### config.mk
export PLATFORM = sky130hd
export DESIGN_NAME = mmcm_drp_responder
export DESIGN_NICKNAME = d
export VERILOG_FILES = /design/src/rtl/mmcm_drp_pkg.sv /design/src/rtl/mmcm_drp_regfile.sv /design/src/rtl/mmcm_drp_responder.sv
export SDC_FILE = /design/constraint.sdc
export NUM_CORES = 1
export LEC_CHECK = 0
export ABC_AREA = 0
export CORE_MARGIN = 4
export CORE_UTILIZATION = 42
export CTS_CLUSTER_SIZE = 8
export DETAILED_ROUTE_END_ITERATION = 8
export GPL_ROUTABILITY_DRIVEN = 0
export MAX_ROUTING_LAYER = met4
export PLACE_DENSITY = 0.64
export REMOVE_ABC_BUFFERS = 1
export SETUP_SLACK_MARGIN = 0.2
export SYNTH_ARGS = -nofsm -noshare
export SYNTH_HDL_FRONTEND = slang
export SYNTH_SLANG_ARGS = --single-unit
### constraint.sdc
create_clock -name clk -period 2.35 [get_ports clk]
set_clock_uncertainty 0.1 [all_clocks]
set_input_delay 0.3525 -clock clk [delete_from_list [all_inputs] [get_ports clk]]
set_output_delay 0.3525 -clock clk [all_outputs]
set_load 0.05 [all_outputs]
### src/rtl/mmcm_drp_pkg.sv
// Shared constants, types and helpers for the MMCM DRP responder model.
package mmcm_drp_pkg;

  localparam int ADDR_W   = 7;
  localparam int DATA_W   = 16;
  localparam int NUM_ADDR = 1 << ADDR_W;

  localparam logic [ADDR_W-1:0] CLKOUT0_REG1  = 7'h08;
  localparam logic [ADDR_W-1:0] CLKOUT0_REG2  = 7'h09;
  localparam logic [ADDR_W-1:0] CLKFBOUT_REG1 = 7'h14;
  localparam logic [ADDR_W-1:0] CLKFBOUT_REG2 = 7'h15;
  localparam logic [ADDR_W-1:0] DIVCLK_REG    = 7'h16;
  localparam logic [ADDR_W-1:0] LOCK_REG1     = 7'h18;
  localparam logic [ADDR_W-1:0] LOCK_REG2     = 7'h19;
  localparam logic [ADDR_W-1:0] LOCK_REG3     = 7'h1A;
  localparam logic [ADDR_W-1:0] POWER_REG     = 7'h28;
  localparam logic [ADDR_W-1:0] FILT_REG1     = 7'h4E;
  localparam logic [ADDR_W-1:0] FILT_REG2     = 7'h4F;

  // First address of the contiguous clock-output block ending at DIVCLK_REG
  localparam logic [ADDR_W-1:0] CLKBLK_FIRST  = 7'h06;

  localparam logic [DATA_W-1:0] DIVCLK_RST    = 16'h1041;

  localparam int PMUX_MSB      = 15;
  localparam int PMUX_LSB      = 13;
  localparam int HIGH_MSB      = 11;
  localparam int HIGH_LSB      = 6;
  localparam int LOW_MSB       = 5;
  localparam int LOW_LSB       = 0;
  localparam int DIV_EDGE_BIT  = 13;
  localparam int DIV_NOCNT_BIT = 12;

  typedef enum logic [1:0] {
    ST_IDLE = 2'd0,
    ST_WAIT = 2'd1,
    ST_DONE = 2'd2
  } drp_state_e;

  typedef struct packed {
    logic              we;
    logic [ADDR_W-1:0] addr;
    logic [DATA_W-1:0] data;
  } drp_req_t;

  function automatic logic is_implemented(input logic [ADDR_W-1:0] a);
    return ((a >= CLKBLK_FIRST) && (a <= DIVCLK_REG)) ||
           ((a >= LOCK_REG1) && (a <= LOCK_REG3)) ||
           (a == POWER_REG) || (a == FILT_REG1) || (a == FILT_REG2);
  endfunction

  function automatic logic [DATA_W-1:0] reset_value(input logic [ADDR_W-1:0] a);
    return (a == DIVCLK_REG) ? DIVCLK_RST : '0;
  endfunction

endpackage

### src/rtl/mmcm_drp_regfile.sv
// Sparse DRP register file: flops exist only at implemented addresses,
// everything else reads as zero and swallows writes.
module mmcm_drp_regfile
  import mmcm_drp_pkg::*;
(
  input  logic              clk,
  input  logic              rst_n,
  input  logic              we,
  input  logic [ADDR_W-1:0] waddr,
  input  logic [DATA_W-1:0] wdata,
  input  logic [ADDR_W-1:0] raddr,
  output logic [DATA_W-1:0] rdata,
  output logic [DATA_W-1:0] clkout0_reg1,
  output logic [DATA_W-1:0] clkfbout_reg1,
  output logic [DATA_W-1:0] divclk_reg
);

  logic [DATA_W-1:0] regs [NUM_ADDR];

  for (genvar a = 0; a < NUM_ADDR; a++) begin : g_reg
    localparam logic [ADDR_W-1:0] A = ADDR_W'(a);
    if (is_implemented(A)) begin : g_impl
      logic [DATA_W-1:0] q;
      always_ff @(posedge clk or negedge rst_n) begin
        if (!rst_n)                  q <= reset_value(A);
        else if (we && (waddr == A)) q <= wdata;
      end
      assign regs[a] = q;
    end else begin : g_none
      assign regs[a] = '0;
    end
  end

  assign rdata         = regs[raddr];
  assign clkout0_reg1  = regs[CLKOUT0_REG1];
  assign clkfbout_reg1 = regs[CLKFBOUT_REG1];
  assign divclk_reg    = regs[DIVCLK_REG];

endmodule

### src/rtl/mmcm_drp_responder.sv
// DRP slave stand-in for MMCME2/PLLE2: fixed-latency DRDY, register file,
// LOCKED emulation around RST, and decoded clock fields for checking.
module mmcm_drp_responder
  import mmcm_drp_pkg::*;
#(
  parameter int LATENCY     = 4,
  parameter int LOCK_CYCLES = 64
) (
  input  logic              clk,
  input  logic              rst_n,
  input  logic              den,
  input  logic              dwe,
  input  logic [ADDR_W-1:0] daddr,
  input  logic [DATA_W-1:0] di,
  output logic [DATA_W-1:0] drp_do,
  output logic              drdy,
  input  logic              mmcm_rst,
  output logic              locked,
  output logic              busy,
  output logic              protocol_err,
  input  logic              err_clr,
  output logic [5:0]        clkout0_high,
  output logic [5:0]        clkout0_low,
  output logic [5:0]        clkfbout_high,
  output logic [5:0]        clkfbout_low,
  output logic [2:0]        clkout0_phase_mux,
  output logic              divclk_no_count,
  output logic              divclk_edge
);

  localparam logic [3:0]     CNT_LOAD = 4'(LATENCY - 1);
  localparam int             LCW      = $clog2(LOCK_CYCLES + 1);
  localparam logic [LCW-1:0] LOCK_MAX = LCW'(LOCK_CYCLES);

  drp_state_e        state, state_n;
  logic [3:0]        cnt, cnt_n;
  drp_req_t          req, req_n;
  logic              err_set;
  logic              commit;
  logic [LCW-1:0]    lock_cnt;
  logic [DATA_W-1:0] rdata, co0_reg, cfb_reg, div_reg;
  logic              unused_bits;

  always_ff @(posedge clk or negedge rst_n) begin
    if (!rst_n) begin
      state <= ST_IDLE;
      cnt   <= '0;
      req   <= '0;
    end else begin
      state <= state_n;
      cnt   <= cnt_n;
      req   <= req_n;
    end
  end

  always_comb begin
    state_n = state;
    cnt_n   = cnt;
    req_n   = req;
    err_set = 1'b0;
    unique case (state)
      ST_IDLE: begin
        if (den) begin
          req_n   = '{we: dwe, addr: daddr, data: di};
          cnt_n   = CNT_LOAD;
          state_n = (LATENCY == 1) ? ST_DONE : ST_WAIT;
        end
      end
      ST_WAIT: begin
        err_set = den;
        cnt_n   = cnt - 4'd1;
        if (cnt_n == 4'd0) state_n = ST_DONE;
      end
      ST_DONE: begin
        err_set = den;
        state_n = ST_IDLE;
      end
      default: state_n = ST_IDLE;
    endcase
  end

  assign drdy   = (state == ST_DONE);
  assign busy   = (state != ST_IDLE);
  assign commit = drdy && req.we;
  assign drp_do = drdy ? rdata : '0;

  // A new violation outranks a simultaneous clear
  always_ff @(posedge clk or negedge rst_n) begin
    if (!rst_n)       protocol_err <= 1'b0;
    else if (err_set) protocol_err <= 1'b1;
    else if (err_clr) protocol_err <= 1'b0;
  end

  // Writes while running act like a fresh RST release so the initiator
  // that forgets to hold RST sees LOCKED drop.
  always_ff @(posedge clk or negedge rst_n) begin
    if (!rst_n)                   lock_cnt <= '0;
    else if (mmcm_rst || commit)  lock_cnt <= '0;
    else if (lock_cnt != LOCK_MAX) lock_cnt <= lock_cnt + 1'b1;
  end

  assign locked = !mmcm_rst && !commit && (lock_cnt == LOCK_MAX);

  mmcm_drp_regfile u_regfile (
    .clk           (clk),
    .rst_n         (rst_n),
    .we            (commit),
    .waddr         (req.addr),
    .wdata         (req.data),
    .raddr         (req.addr),
    .rdata         (rdata),
    .clkout0_reg1  (co0_reg),
    .clkfbout_reg1 (cfb_reg),
    .divclk_reg    (div_reg)
  );

  assign clkout0_high      = co0_reg[HIGH_MSB:HIGH_LSB];
  assign clkout0_low       = co0_reg[LOW_MSB:LOW_LSB];
  assign clkout0_phase_mux = co0_reg[PMUX_MSB:PMUX_LSB];
  assign clkfbout_high     = cfb_reg[HIGH_MSB:HIGH_LSB];
  assign clkfbout_low      = cfb_reg[LOW_MSB:LOW_LSB];
  assign divclk_no_count   = div_reg[DIV_NOCNT_BIT];
  assign divclk_edge       = div_reg[DIV_EDGE_BIT];

  assign unused_bits = ^{co0_reg[12], cfb_reg[15:12], div_reg[15:14], div_reg[11:0]};

endmodule
==> impl_metrics.csv, run 1 <==
group,metric,value,unit
outcome,outcome,"complete, but fails checks",
outcome,violations,"setup timing",
grt,top_usage_layer,"met2",
timing,rsz0062_at_grt,"yes",
final_layout,fill_cells,3428,
detailed_routing,drtAntennaViolNets,0,
synth,synth_area,19460,um2
worst_setup_path,cp_slowest_cell,"or4b_4",
final_layout,regArea,10180,um2
synth,syn_avg_cell_area,14.11,um2
timing,period_needed,3279,ps
worst_setup_path,reg2reg_from,"req[17]",
power_and_ir_drop,p_leak,12.61,nW
worst_setup_path,crit_path_end_kind,"output port",
timing,hold_slack,204.0,ps
synth,synth_top_area_frac,0.5183,
final_layout,largest_reg_flops,320,
grt,antenna_found_initial,1,
synth,yosysWarnings,0,
final_layout,layout-drive-gt1-share,0.5445,
final_layout,largest_register,"u_regfile.g.g_impl.q",
detailed_routing,wl_per_cell,26.14,um
detailed_routing,wl,59150,um
floorplan,dieArea,49830,um2
synth,synth_edf_count,0,
floorplan,start_util,0.4269,
worst_setup_path,reg2reg_depth,9,
worst_setup_path,crit_type,"flop to output port",
worst_setup_path,crit_chain,"buf_4, nand2_4, or4b_4, buf_8, o22ai_4, a21oi_4, a31oi_2, buf_4, buf_12",
grt,grt_usage,0.2342,
placement,dp_hpwl,35090,um
grt,grt_pass1_vias,13589,
final_layout,multi_input_area,10000,um2
synth,yosysSeqAreaShare,0.5224,
detailed_routing,drt_drc_violations_left,0,
cts,clk_latency,590,ps
worst_setup_path,r2r_end,"u_regfile.g_reg[40].g_impl.q[3]",
cts,cts.path.max_buffers,3,
worst_setup_path,required,1900,ps
synth,ys_ff_latch,406,
grt,grt_pass1_wl,87050,um
placement,port_buffers,77,
detailed_routing,post_drt_via_cell_ratio,5.733,
detailed_routing,vias,12973,
worst_setup_path,crit_family,"buffers and inverters",
grt,use_met2,0.3551,
worst_setup_path,regToRegSetupSlack,-70,ps
worst_setup_path,path_buf_inv,4,
power_and_ir_drop,powerDensity,1058,nW/um2
timing,fmaxAchievable,305.0,MHz
synth,synth.distinct_cells,68,
timing,setup_viol_count_final,32,
cts,htree_levels,2,
worst_setup_path,cpMostUsedCell,"buf_4",
min_path,hold_path_class,"input port to asynchronous set/reset pin",
floorplan,die_h,223.2,um
cts,tritoncts.num_buffers,56,
timing,worst_slack,-928.9,ps
worst_setup_path,start_kind,"flop",
grt,use_met3,0.03658,
timing,relSlewSlack,0.2095,
worst_setup_path,crit_arrival,2830,ps
synth,async_flop_share,1.000,
synth,postSynthCellCount,1379,
floorplan,ios,78,
cts,numClockSinks,406,
run,cap_viol_max_count,0,
cts,cts-root-buf,"clkbuf_16",
placement,pre_cts_slack,-560.1,ps
floorplan,die-width,223.2,um
grt,grt_max_degree,75,
worst_setup_path,crit_path_max_incr_delay,560,ps
final_layout,syn_to_final_growth,36.08,%
timing,hold_viol,0,
floorplan,core,45580,um2
floorplan,rows,78,
final_layout,reg_top3,"u_regfile.g.g_impl.q: 320 flops, req: 24 flops",
synth,ys.flop_type,"dfrtp_1",
timing,drv_slew,0,
grt,grt-ovfl-total,0,
final_layout,nets,1674,
synth,synth_top_cell_by_area,"dfrtp_1",
power_and_ir_drop,worst_ir_drop_vdd,0.8765,mV
detailed_routing,firstDrtPassIters,5,
timing,tightest_slew,1186,ps
worst_setup_path,cp_max_fo,10,
timing,fin_crit_sh,1.395,
detailed_routing,drt_iter0_drc,1095,
grt,grt_util_met1,0.3243,
cts,cts_tree,"yes",
synth,yosys-top-cells-area,"dfrtp_1, mux2_2, mux4_2",
cts,clkTransAtPathRegs,50,ps
cell usage after synthesis, drive strengths merged, types with 2 or more instances:
cell type,instances
o2bb2ai,7
a22oi,10
a211o,6
a221oi,7
dfrtp,403
ha,7
mux2i,78
nand3,11
nand4,4
a31oi,9
and2,5
o22ai,14
nand2b,10
a22o,4
nor3b,3
nand2,49
and3,5
buf,111
and4bb,2
nor3,13
nor2,41
inv,10
a2bb2oi,5
nand3b,4
nor2b,8
mux2,406
xor2,3
o21ai,21
mux4,36
xnor2,4
dfstp,3
a211oi,9
a32oi,4
a221o,2
clkbuf,23
and2b,3
a21oi,22
nor4b,2
how the worst max path moves through the flow:
stage                     depth (start not counted)  slack [ps]     from          to
after floorplan                                   4       -3430  req[17]  drp_do[12]
after global placement                            9        -580  req[17]  drp_do[12]
after detailed placement                          9        -560  req[17]  drp_do[12]
after CTS                                         9        -860  req[16]  drp_do[12]
after global routing                              9        -970  req[17]   drp_do[1]
final                                             9        -930  req[17]   drp_do[1]
timing repair:
| action | CTS | global route |
|---|---|---|
| buffers inserted | 35 | 19 |
| hold endpoints to repair | 48 | 0 |
| gates cloned | 12 | 7 |
| setup endpoints to repair | 361 | 348 |
| resized for setup | 339 | 173 |
| pin swaps | 49 | 26 |
| hold buffers | 1 | 0 |
metal layers:
layer  vias to the layer above  share of wire
met3                       118          0.051
met4                         0          0.033
met2                       423           0.47
li1                       5529              -
met5                         -              0
met1                      6903           0.45
cell type report:
class	count	area share
diodes	1	0.00009452
clock buffers	82	0.05742
inverters	10	0.001418
multi-input cells	833	0.3777
flip-flops and latches	406	0.3844
well taps	600	0.02836
repair buffers	331	0.1506
cell families after synthesis:
group,after synthesis,synth area share
AO/OA/AOI/OAI,129,0.04585
XOR/XNOR,7,0.003151
adder cells (fa/ha/maj),7,0.004501
buffers and inverters,144,0.04482
flip-flops,406,0.5224
multiplexers,520,0.3268
AND/OR/NAND/NOR,166,0.05248
power by group:
| group | total [mW] | internal, mW | switching [mW] |
|---|---|---|---|
| Sequential | 10.4 | 8.41 | 2.04 |
| Clock | 7.31 | 4.36 | 2.95 |
| Combinational | 10.3 | 5.33 | 4.93 |
placed cells by master (no fill, tap or decap), drive strengths merged, types with 5 or more instances in the layout:
master         count
clkdlybuf4s50     27
buf              266
clkbuf            89
a221oi             7
ha                 7
a21oi             22
inv               10
nand2b            10
a31oi              9
nand3             11
o21ai             21
o22ai             14
a211oi             9
and2               5
a2bb2oi            5
mux2             406
a22oi             10
dlygate4sd2       28
dfrtp            403
nand2             53
mux2i             78
mux4              36
nor2              41
nor2b              8
nor3              13
o2bb2ai            7
and3               5
a211o              6
through the flow:
stage | cell area (um2) | utilization | std cells | setup TNS, ps | power, mW
floorplan | 18620 | - | 1245 | -876710 | 14.09
global placement | 22040 | 0.4837 | 2106 | -14310 | 18.29
detailed placement | 22040 | 0.4837 | 2106 | -14240 | 18.47
CTS | 25400 | 0.5573 | 2236 | -13180 | 27.28
global route | 26480 | 0.5809 | 2263 | -16860 | 29.17
finish | 26480 | 0.5809 | 2263 | -14390 | 28.01
Note: power is estimated with default switching activity, not from simulation.
==> run 2: changes to the inputs <==
ABC_CLOCK_PERIOD_IN_PS = 2350   (was unset)
CAP_MARGIN = 20   (was unset)
RECOVER_POWER = 100   (was unset)
==> run 2 against run 1 <==
The flow finishes with violations (capacitance limit, slew limit, setup timing); critical path depth did not move; total power barely moved; worst hold slack improved by 27 ps; routed wire length rose by 0.56%; clock power barely moved; cell area fell by 0.91%.
==> impl_metrics.csv, run 2 (synthesis results as in run 1) <==
group,metric,value,unit
cts,cts-root-buf,"clkbuf_16",
worst_setup_path,crit_path_end_kind,"output port",
final_layout,regArea,10180,um2
detailed_routing,post_drt_via_cell_ratio,5.736,
detailed_routing,firstDrtPassIters,5,
worst_setup_path,reg2reg_depth,11,
floorplan,rows,78,
final_layout,largest_reg_flops,320,
worst_setup_path,reg2reg_from,"req[22]",
worst_setup_path,required,1900,ps
timing,hold_viol,0,
final_layout,layout-drive-gt1-share,0.5391,
worst_setup_path,crit_arrival,2820,ps
final_layout,multi_input_area,9963,um2
run,cap_viol_max_count,1,
final_layout,nets,1676,
timing,period_needed,3269,ps
grt,grt_usage,0.2342,
timing,fmaxAchievable,305.9,MHz
outcome,outcome,"complete, but fails checks",
cts,htree_levels,2,
timing,hold_slack,230.9,ps
detailed_routing,vias,12991,
grt,grt-ovfl-total,0,
detailed_routing,drt_iter0_drc,1076,
cts,tritoncts.num_buffers,56,
grt,antenna_found_initial,1,
final_layout,final_cell_count_no_fill,2265,
min_path,min_from,"err_clr",
final_layout,fin_util,0.5756,
floorplan,ios,78,
placement,port_buffers,77,
grt,grt_max_degree,75,
final_layout,largest_register,"u_regfile.g.g_impl.q",
cts,numClockSinks,406,
detailed_routing,wl_per_cell,26.26,um
worst_setup_path,regToRegSetupSlack,-120,ps
outcome,violations,"capacitance limit, slew limit, setup timing",
power_and_ir_drop,powerDensity,1067,nW/um2
detailed_routing,drtAntennaViolNets,0,
timing,rsz0062_at_grt,"yes",
min_path,whs_endpoint,"protocol_err",
worst_setup_path,crit_chain,"buf_4, nand2_4, or4b_4, buf_8, o22ai_4, a21oi_4, a31oi_2, buf_4, buf_12",
worst_setup_path,cp_max_fo,10,
timing,worst_slack,-919.5,ps
grt,grt_pass1_vias,13589,
floorplan,die-width,223.2,um
floorplan,die_h,223.2,um
min_path,whs_path_depth,2,
final_layout,fill_cells,3476,
placement,place_inst,2106,
power_and_ir_drop,p_leak,12.49,nW
floorplan,start_util,0.4269,
worst_setup_path,r2r_end,"u_regfile.g_reg[17].g_impl.q[8]",
timing,fin_crit_sh,1.391,
min_path,hold_path_class,"input port to flop",
worst_setup_path,crit_path_max_incr_delay,560,ps
floorplan,core,45580,um2
cts,cts.path.max_buffers,3,
placement,dp_hpwl,35090,um
worst_setup_path,path_buf_inv,4,
final_layout,reg_top3,"u_regfile.g.g_impl.q: 320 flops, req: 24 flops",
worst_setup_path,cpMostUsedCell,"buf_4",
worst_setup_path,crit_type,"flop to output port",
timing,tightest_slew,1831,ps
cts,clkTransAtPathRegs,50,ps
final_layout,layout_common_cells,"dfrtp_1, mux2_4, mux2_2",
detailed_routing,wl,59480,um
cts,clk_latency,590,ps
timing,setup_viol_count_final,148,
power_and_ir_drop,worst_ir_drop_vdd,0.8779,mV
cts,cts_tree,"yes",
worst_setup_path,start_kind,"flop",
final_layout,syn_to_final_growth,34.84,%
detailed_routing,drt_drc_violations_left,0,
floorplan,dieArea,49830,um2
timing,relSlewSlack,-0.2209,
worst_setup_path,crit_family,"buffers and inverters",
worst_setup_path,cp_slowest_cell,"or4b_4",
timing,drv_slew,56,
final_layout,final_common_cell,"dfrtp_1",
grt,grt_pass1_wl,87050,um
[run 2: stage by stage]
step	power [mW]	setup WS, ps	TNS (ps)	area (um2)
CTS	27.28	-856.9	-13180	25400
finish	28.01	-919.5	-18940	26240
detailed placement	18.47	-560.1	-14240	22040
global route	29.15	-969.2	-36420	26240
global placement	18.29	-580.4	-14310	22040
floorplan	14.09	-3432	-876710	18620
[run 2: report_power, final]
| group | leakage, nW | internal [mW] | switching [mW] |
|---|---|---|---|
| combinational | 6.19 | 5.32 | 5.04 |
| sequential | 5.57 | 8.41 | 1.92 |
| clock | 0.732 | 4.36 | 2.96 |
[run 2: cell type report]
| type | count | area share |
|---|---|---|
| diodes | 1 | 0.00009538 |
| clock buffers | 82 | 0.05795 |
| inverters | 10 | 0.001431 |
| multi-input cells | 833 | 0.3798 |
| flip-flops and latches | 406 | 0.3879 |
| well taps | 600 | 0.02861 |
| repair buffers | 333 | 0.1443 |
[run 2: metal layers]
metal  vias to the layer above  track usage  wire length [um]
met1                      6925       0.3243             26380
met2                       424       0.3551             27730
met3                       117      0.03658              3425
li1                       5525            -                 -
met5                         -            -                 0
met4                         0      0.08033              1938
[run 2: worst max path at each step]
stage	depth (start not counted)	slack [ps]	startpoint	to
floorplan	4	-3430	req[17]	drp_do[12]
global placement	9	-580	req[17]	drp_do[12]
CTS	9	-860	req[16]	drp_do[12]
detailed placement	9	-560	req[17]	drp_do[12]
finish	9	-920	req[17]	drp_do[1]
global route	9	-970	req[17]	drp_do[1]
[run 2: timing repair]
action	CTS	global route
setup endpoints to repair	361	348
gates cloned	12	7
hold endpoints to repair	48	0
pin swaps	49	26
setup buffers	35	19
gates resized for setup	339	174
hold buffers	1	0
==> variant 1 (flow settings as in run 1) <==
The parameter `LOCK_CYCLES` goes from 64 to 128.
--- a/src/rtl/mmcm_drp_responder.sv
+++ b/src/rtl/mmcm_drp_responder.sv
@@ -5,5 +5,5 @@
 #(
   parameter int LATENCY     = 4,
-  parameter int LOCK_CYCLES = 64
+  parameter int LOCK_CYCLES = 128
 ) (
   input  logic              clk,
Function: no difference found for any inputs over 4 cycles, from zero or initial values and one cycle with rst_n low; that may be too few to reach the edited logic, so the function may still have changed.
==> variant 1 against run 1 <==
- the flow still finishes with violations (negative setup slack)
- utilization fell by 1.7 points
- routed wire length fell by 12%
- synthesized cell count fell by 0.58%
- worst hold slack improved by 24 ps
- combinational power fell by 8%
- final area fell by 5.0%
- worst setup slack improved by 29 ps
- total power fell by 3.0%
- die area fell by 1.6%
- area after synthesis fell by 1.7%
- sequential cell count rose by 1
- critical path type unchanged
- largest power group unchanged
==> variant 1: results (changes against run 1) <==
stage,metric,value,unit,change
outcome,status,finished with violations,,unchanged
outcome,failing checks,negative setup slack,,unchanged
finish,final net count,1621,,was 1674
detailed_routing,DR WL met3,2.28,mm,was 3.04 mm
yosys,Synth Area in Compound Gates,5.36,%,was 4.59%
finish,"Buffers, non-clock",294,,was 331
worst_setup_path,CP peak stage delay,480,ps,was 560 ps
power_and_ir_drop,leakage power total,12.0,nW,was 12.6 nW
power_and_ir_drop,clock share of power,26.8,%,was 26.1%
finish,Non-Clock Inverter Count,19,,was 10
yosys,XOR/XNOR Fraction of Synth Area,0.321,%,was 0.315%
global_routing,number of global-route vias before repair,13283,,was 13589
global_routing,grt met2 use,32.5,%,was 35.5%
yosys,synth unique cells,67,,was 68
finish,footprint of the multi-input gates,0.00897,sq mm,was 0.0100 sq mm
sta,final worst slack,-900,ps,was -929 ps
finish,seq_cells,407,,was 406
global_routing,initial antenna violation count,0,,was 1
finish,comb_multi_in,807,,was 833
global_routing,Total GRT Usage,21.0,%,was 23.4%
finish,# clk buffers,81,,was 82
sta,Setup Viol. Count Final,308,,was 32
detailed_routing,drt wl/cell,23.7,microns,was 26.1 microns
yosys,synth top area cells,"dfrtp_1 53%, mux2_2 21%, mux4_2 5.3%, mux2i_1 3.0%, mux2_1 2.2%",,"was dfrtp_1 52%, mux2_2 20%, mux4_2 4.2%, mux2i_1 4.0%, mux2_4 4.0%"
detailed_routing,DR WL met2,24.6,mm,was 27.5 mm
yosys,multiplexer share of the synthesized area,31.7,%,was 32.7%
finish,Non-clock buffering overhead,14.4,%,was 15.1%
worst_setup_path,CP arrival,2800,ps,was 2830 ps
yosys,Post-synth top cells,"404 x dfrtp_1, 359 x mux2_2, 58 x mux2i_1",,"was 403 x dfrtp_1, 343 x mux2_2, 78 x mux2i_1"
power_and_ir_drop,VDD IR-drop max,0.962,mV,was 0.876 mV
finish,Filler cells,3568,,was 3428
-- variant 1: changes by cell type after synthesis, moves of 10 or more --
cell,delta
buf_1,-18
buf_2,+12
buf_6,-11
clkbuf_1,+30
mux2_1,+27
mux2_2,+16
mux2_4,-52
mux2i_1,-20
o211ai_1,+12
o21ai_0,+16
o22ai_1,-10
-- variant 1: metrics by stage --
stage / std cells / TNS, ps / setup WS [ps] / cell area, sq um / utilization (%)
2_1_floorplan: 1233 / -873590 / -3540 / 18400 / -
3_3_place_gp: 2056 / -11900 / -458 / 21700 / 48.6
3_5_place_dp: 2056 / -13950 / -447 / 21700 / 48.6
4_1_cts: 2168 / -26340 / -918 / 24300 / 54.4
5_1_grt: 2202 / -88690 / -951 / 25200 / 56.4
6_report: 2202 / -64570 / -900 / 25200 / 56.4
-- variant 1: repair_timing --
item | CTS | global route
setup endpoints to repair | 372 | 414
cloned | 6 | 8
setup buffers | 22 | 26
pin swaps | 28 | 24
resized for setup | 186 | 161
hold buffers | 1 | 0
endpoints found under the hold margin | 51 | 0
-- variant 1: final timing paths --
kind	depth (start not counted)	start	slack [ps]	to
worst max-delay path	9	req[16]$_DFFE_PN0P_	-900	drp_do[11]
worst min-delay path	2	rst_n	230	lock_cnt[7]$_DFFE_PN0N_
worst max register to register	14	state[0]$_DFFE_PN0P_	-370	u_regfile.g_reg[21].g_impl.q[10]$_DFFE_PN0P_
worst min register to register	1	u_regfile.g_reg[9].g_impl.q[9]$_DFFE_PN0P_	390	u_regfile.g_reg[9].g_impl.q[9]$_DFFE_PN0P_
max in group asynchronous	3	rst_n	1150	u_regfile.divclk_reg[6]$_DFFE_PN1P_
min in group clk	2	err_clr	250	protocol_err$_DFFE_PN0P_
==> variant 2 (flow settings as in run 1) <==
Without the edit above. Reset style: synchronous (`rst_n`), changed in 4 clocked blocks.
--- a/src/rtl/mmcm_drp_regfile.sv
+++ b/src/rtl/mmcm_drp_regfile.sv
@@ -22,5 +22,5 @@
     if (is_implemented(A)) begin : g_impl
       logic [DATA_W-1:0] q;
-      always_ff @(posedge clk or negedge rst_n) begin
+      always_ff @(posedge clk) begin
         if (!rst_n)                  q <= reset_value(A);
         else if (we && (waddr == A)) q <= wdata;
--- a/src/rtl/mmcm_drp_responder.sv
+++ b/src/rtl/mmcm_drp_responder.sv
@@ -42,5 +42,5 @@
   logic              unused_bits;
 
-  always_ff @(posedge clk or negedge rst_n) begin
+  always_ff @(posedge clk) begin
     if (!rst_n) begin
       state <= ST_IDLE;
@@ -86,5 +86,5 @@
 
   // A new violation outranks a simultaneous clear
-  always_ff @(posedge clk or negedge rst_n) begin
+  always_ff @(posedge clk) begin
     if (!rst_n)       protocol_err <= 1'b0;
     else if (err_set) protocol_err <= 1'b1;
@@ -94,5 +94,5 @@
   // Writes while running act like a fresh RST release so the initiator
   // that forgets to hold RST sees LOCKED drop.
-  always_ff @(posedge clk or negedge rst_n) begin
+  always_ff @(posedge clk) begin
     if (!rst_n)                   lock_cnt <= '0;
     else if (mmcm_rst || commit)  lock_cnt <= '0;
Function: differs if rst_n is asserted again (counterexample within 4 cycles, from zero or initial values and one cycle with rst_n low); with rst_n held inactive, the same outputs for 4 cycles.
==> variant 2 against run 1 <==
- largest cell class is now multi-input gates
- count of clock-buffer cells in the layout fell by 21
- synthesized cell count is 57% higher
- non-clock buffer count is 15 higher
- sequential cell count unchanged
- final area down 10%
- area after synthesis fell by 6.3%
- the run still ends with negative setup slack left
- routed wire length up 2.9%
- worst setup slack improved by 190 ps
- global-route usage increased by 2.1 points
- first-iteration DRC count grew 64%
Power is not compared: it rests on default switching activity, and its combinational part moved more than twofold at a synthesized area within 25%.
==> variant 2: results (changes against run 1) <==
stage,metric,value,unit,change
global_routing,initial antenna violation count,1,,unchanged
placement,DP Area,0.0209,sq mm,was 0.0220 sq mm
global_routing,grt ovf,0,,unchanged
yosys,Post-synth top cells,"539 x nand2_1, 406 x dfxtp_1, 306 x a21oi_1",,"was 403 x dfrtp_1, 343 x mux2_2, 78 x mux2i_1"
yosys,ys async rst share,0,%,was 100%
worst_setup_path,CP max-delay cell,mux4_2,,was or4b_4
power_and_ir_drop,VDD IR-drop max,0.499,mV,
sta,setup TNS,-11330,ps,was -14390 ps
detailed_routing,total vias in the final route,16597,,was 12973
outcome,status,finished with violations,,unchanged
hold_path,HP Class,input pin to flop,,was input pin to asynchronous set/reset pin
detailed_routing,WL final,60.9,mm,was 59.2 mm
worst_setup_path,"CP delay by family, top",compound AO/OA/AOI/OAI gates,,was buffers and inverters
global_routing,Total GRT Usage,25.5,%,was 23.4%
detailed_routing,Pre-antenna DRT Iters,6,,was 5
worst_setup_path,CP peak stage delay,540,ps,was 560 ps
yosys,synth top area cells,"dfxtp_1 45%, nand2_1 11%, mux2i_1 9.4%, a21oi_1 8.4%, mux4_2 4.4%",,"was dfrtp_1 52%, mux2_2 20%, mux4_2 4.2%, mux2i_1 4.0%, mux2_4 4.0%"
finish,final net count,2388,,was 1674
sta,Setup Viol. Count Final,16,,was 32
placement,dpl hpwl,38.8,mm,was 35.1 mm
yosys,top_reg_cell synth,dfxtp_1,,was dfrtp_1
finish,proportion of layout cells with a drive suffix above 1,23.6,%,was 54.5%
sta,worst slew pin tran,557,ps,was 1190 ps
worst_setup_path,maximum fanout along the worst path,6,,was 10
outcome,failing checks,negative setup slack,,unchanged
finish,Largest regs,"u_regfile.g.g_impl.q (320), req (24)",,unchanged
detailed_routing,drt first-iter violations,1798,,was 1095
worst_setup_path,CP arrival,2640,ps,was 2830 ps
global_routing,number of global-route vias before repair,15905,,was 13589
yosys,Synth warnings,0,,unchanged
global_routing,first-pass GRT wire length,91.9,mm,was 87.1 mm
sta,final worst slack,-739,ps,was -929 ps
yosys,synth unique cells,64,,was 68
yosys,post-synthesis sequential area ratio,44.6,%,was 52.2%
clock_network,worst skew pair latency,590,ps,about the same
global_routing,pin count of the biggest net entering global routing,89,,was 75
variant 2: cell families (layout without fill, tap and decap cells):
logic type / Yosys count / count (layout) / share of synthesized area (%)
adders and majority gates: 8 / 8 / 0.549
and+or+nand+nor: 863 / 864 / 20.1
muxes: 221 / 221 / 14.7
buffers and inverters: 225 / 419 / 6.14
DFF: 406 / 406 / 44.6
AOI/OAI and AO/OA: 431 / 431 / 13.6
xor gates and xnor gates: 7 / 7 / 0.336
other: 0 / 1 / 0
variant 2: layout make-up:
class / instances / area, sq um
Antenna cell: 1 / 2.50
Clock buffer: 61 / 1440
Clock inverter: 2 / 17.5
Fill cell: 3795 / 19200
Inverter: 10 / 45.0
Multi-Input combinational cell: 1531 / 9610
Sequential cell: 406 / 8150
Tap cell: 585 / 732
Timing Repair Buffer: 346 / 3780
variant 2: where the power goes:
| part | internal [mW] | total, mW | switching (mW) |
|---|---|---|---|
| combinational | 0.707 | 1.79 | 1.08 |
| clock | 4.23 | 7.09 | 2.86 |
| sequential | 6.95 | 7.01 | 0.0555 |
| total | 11.9 | 15.9 | 3.99 |
variant 2: timing repair:
item / in CTS / in global routing
resized for setup: 172 / 76
endpoints found under the setup margin: 396 / 247
cloned: 3 / 6
hold buffers: 0 / 0
setup buffers: 33 / 22
pin swaps: 59 / 38
variant 2: metrics by stage:
step           utilization, %  hold WS, ps  setup WS (ps)  total power [mW]  cells
2_1_floorplan               -          324          -4060              7.89   1946
3_3_place_gp             48.5          337           -394              8.62   2814
3_5_place_dp             48.5          343           -416              8.64   2814
4_1_cts                  54.0          188           -758              15.9   2913
5_1_grt                  55.3          218           -799              16.4   2942
6_report                 55.3          217           -739              15.9   2942
variant 2: path summary, 6_finish.rpt:
kind                                                                endpoint  slack [ps]  cells after the start                            startpoint
worst max register to register  u_regfile.g_reg[6].g_impl.q[11]$_SDFFE_PN0P_         180                      7                  req[20]$_SDFFE_PN0P_
worst max-delay path                                              drp_do[13]        -740                      6                  req[16]$_SDFFE_PN0P_
worst min register to register          u_regfile.divclk_reg[3]$_SDFFE_PN0P_         350                      2  u_regfile.divclk_reg[3]$_SDFFE_PN0P_
worst min-delay path                                     req[9]$_SDFFE_PN0P_         220                      3                                 di[9]
variant 2: routing by layer:
metal | wire length [microns] | global-route usage, %
met1 | 26100 | 34.3
met2 | 28000 | 39.7
met3 | 4710 | 3.13
met4 | 2050 | 9.41
met5 | 0 | -
variant 2: tightest hold or removal path, stage by stage:
cell	delay, ps
clkdlybuf4s50_1	390
nand2_1	60
a21oi_1	50
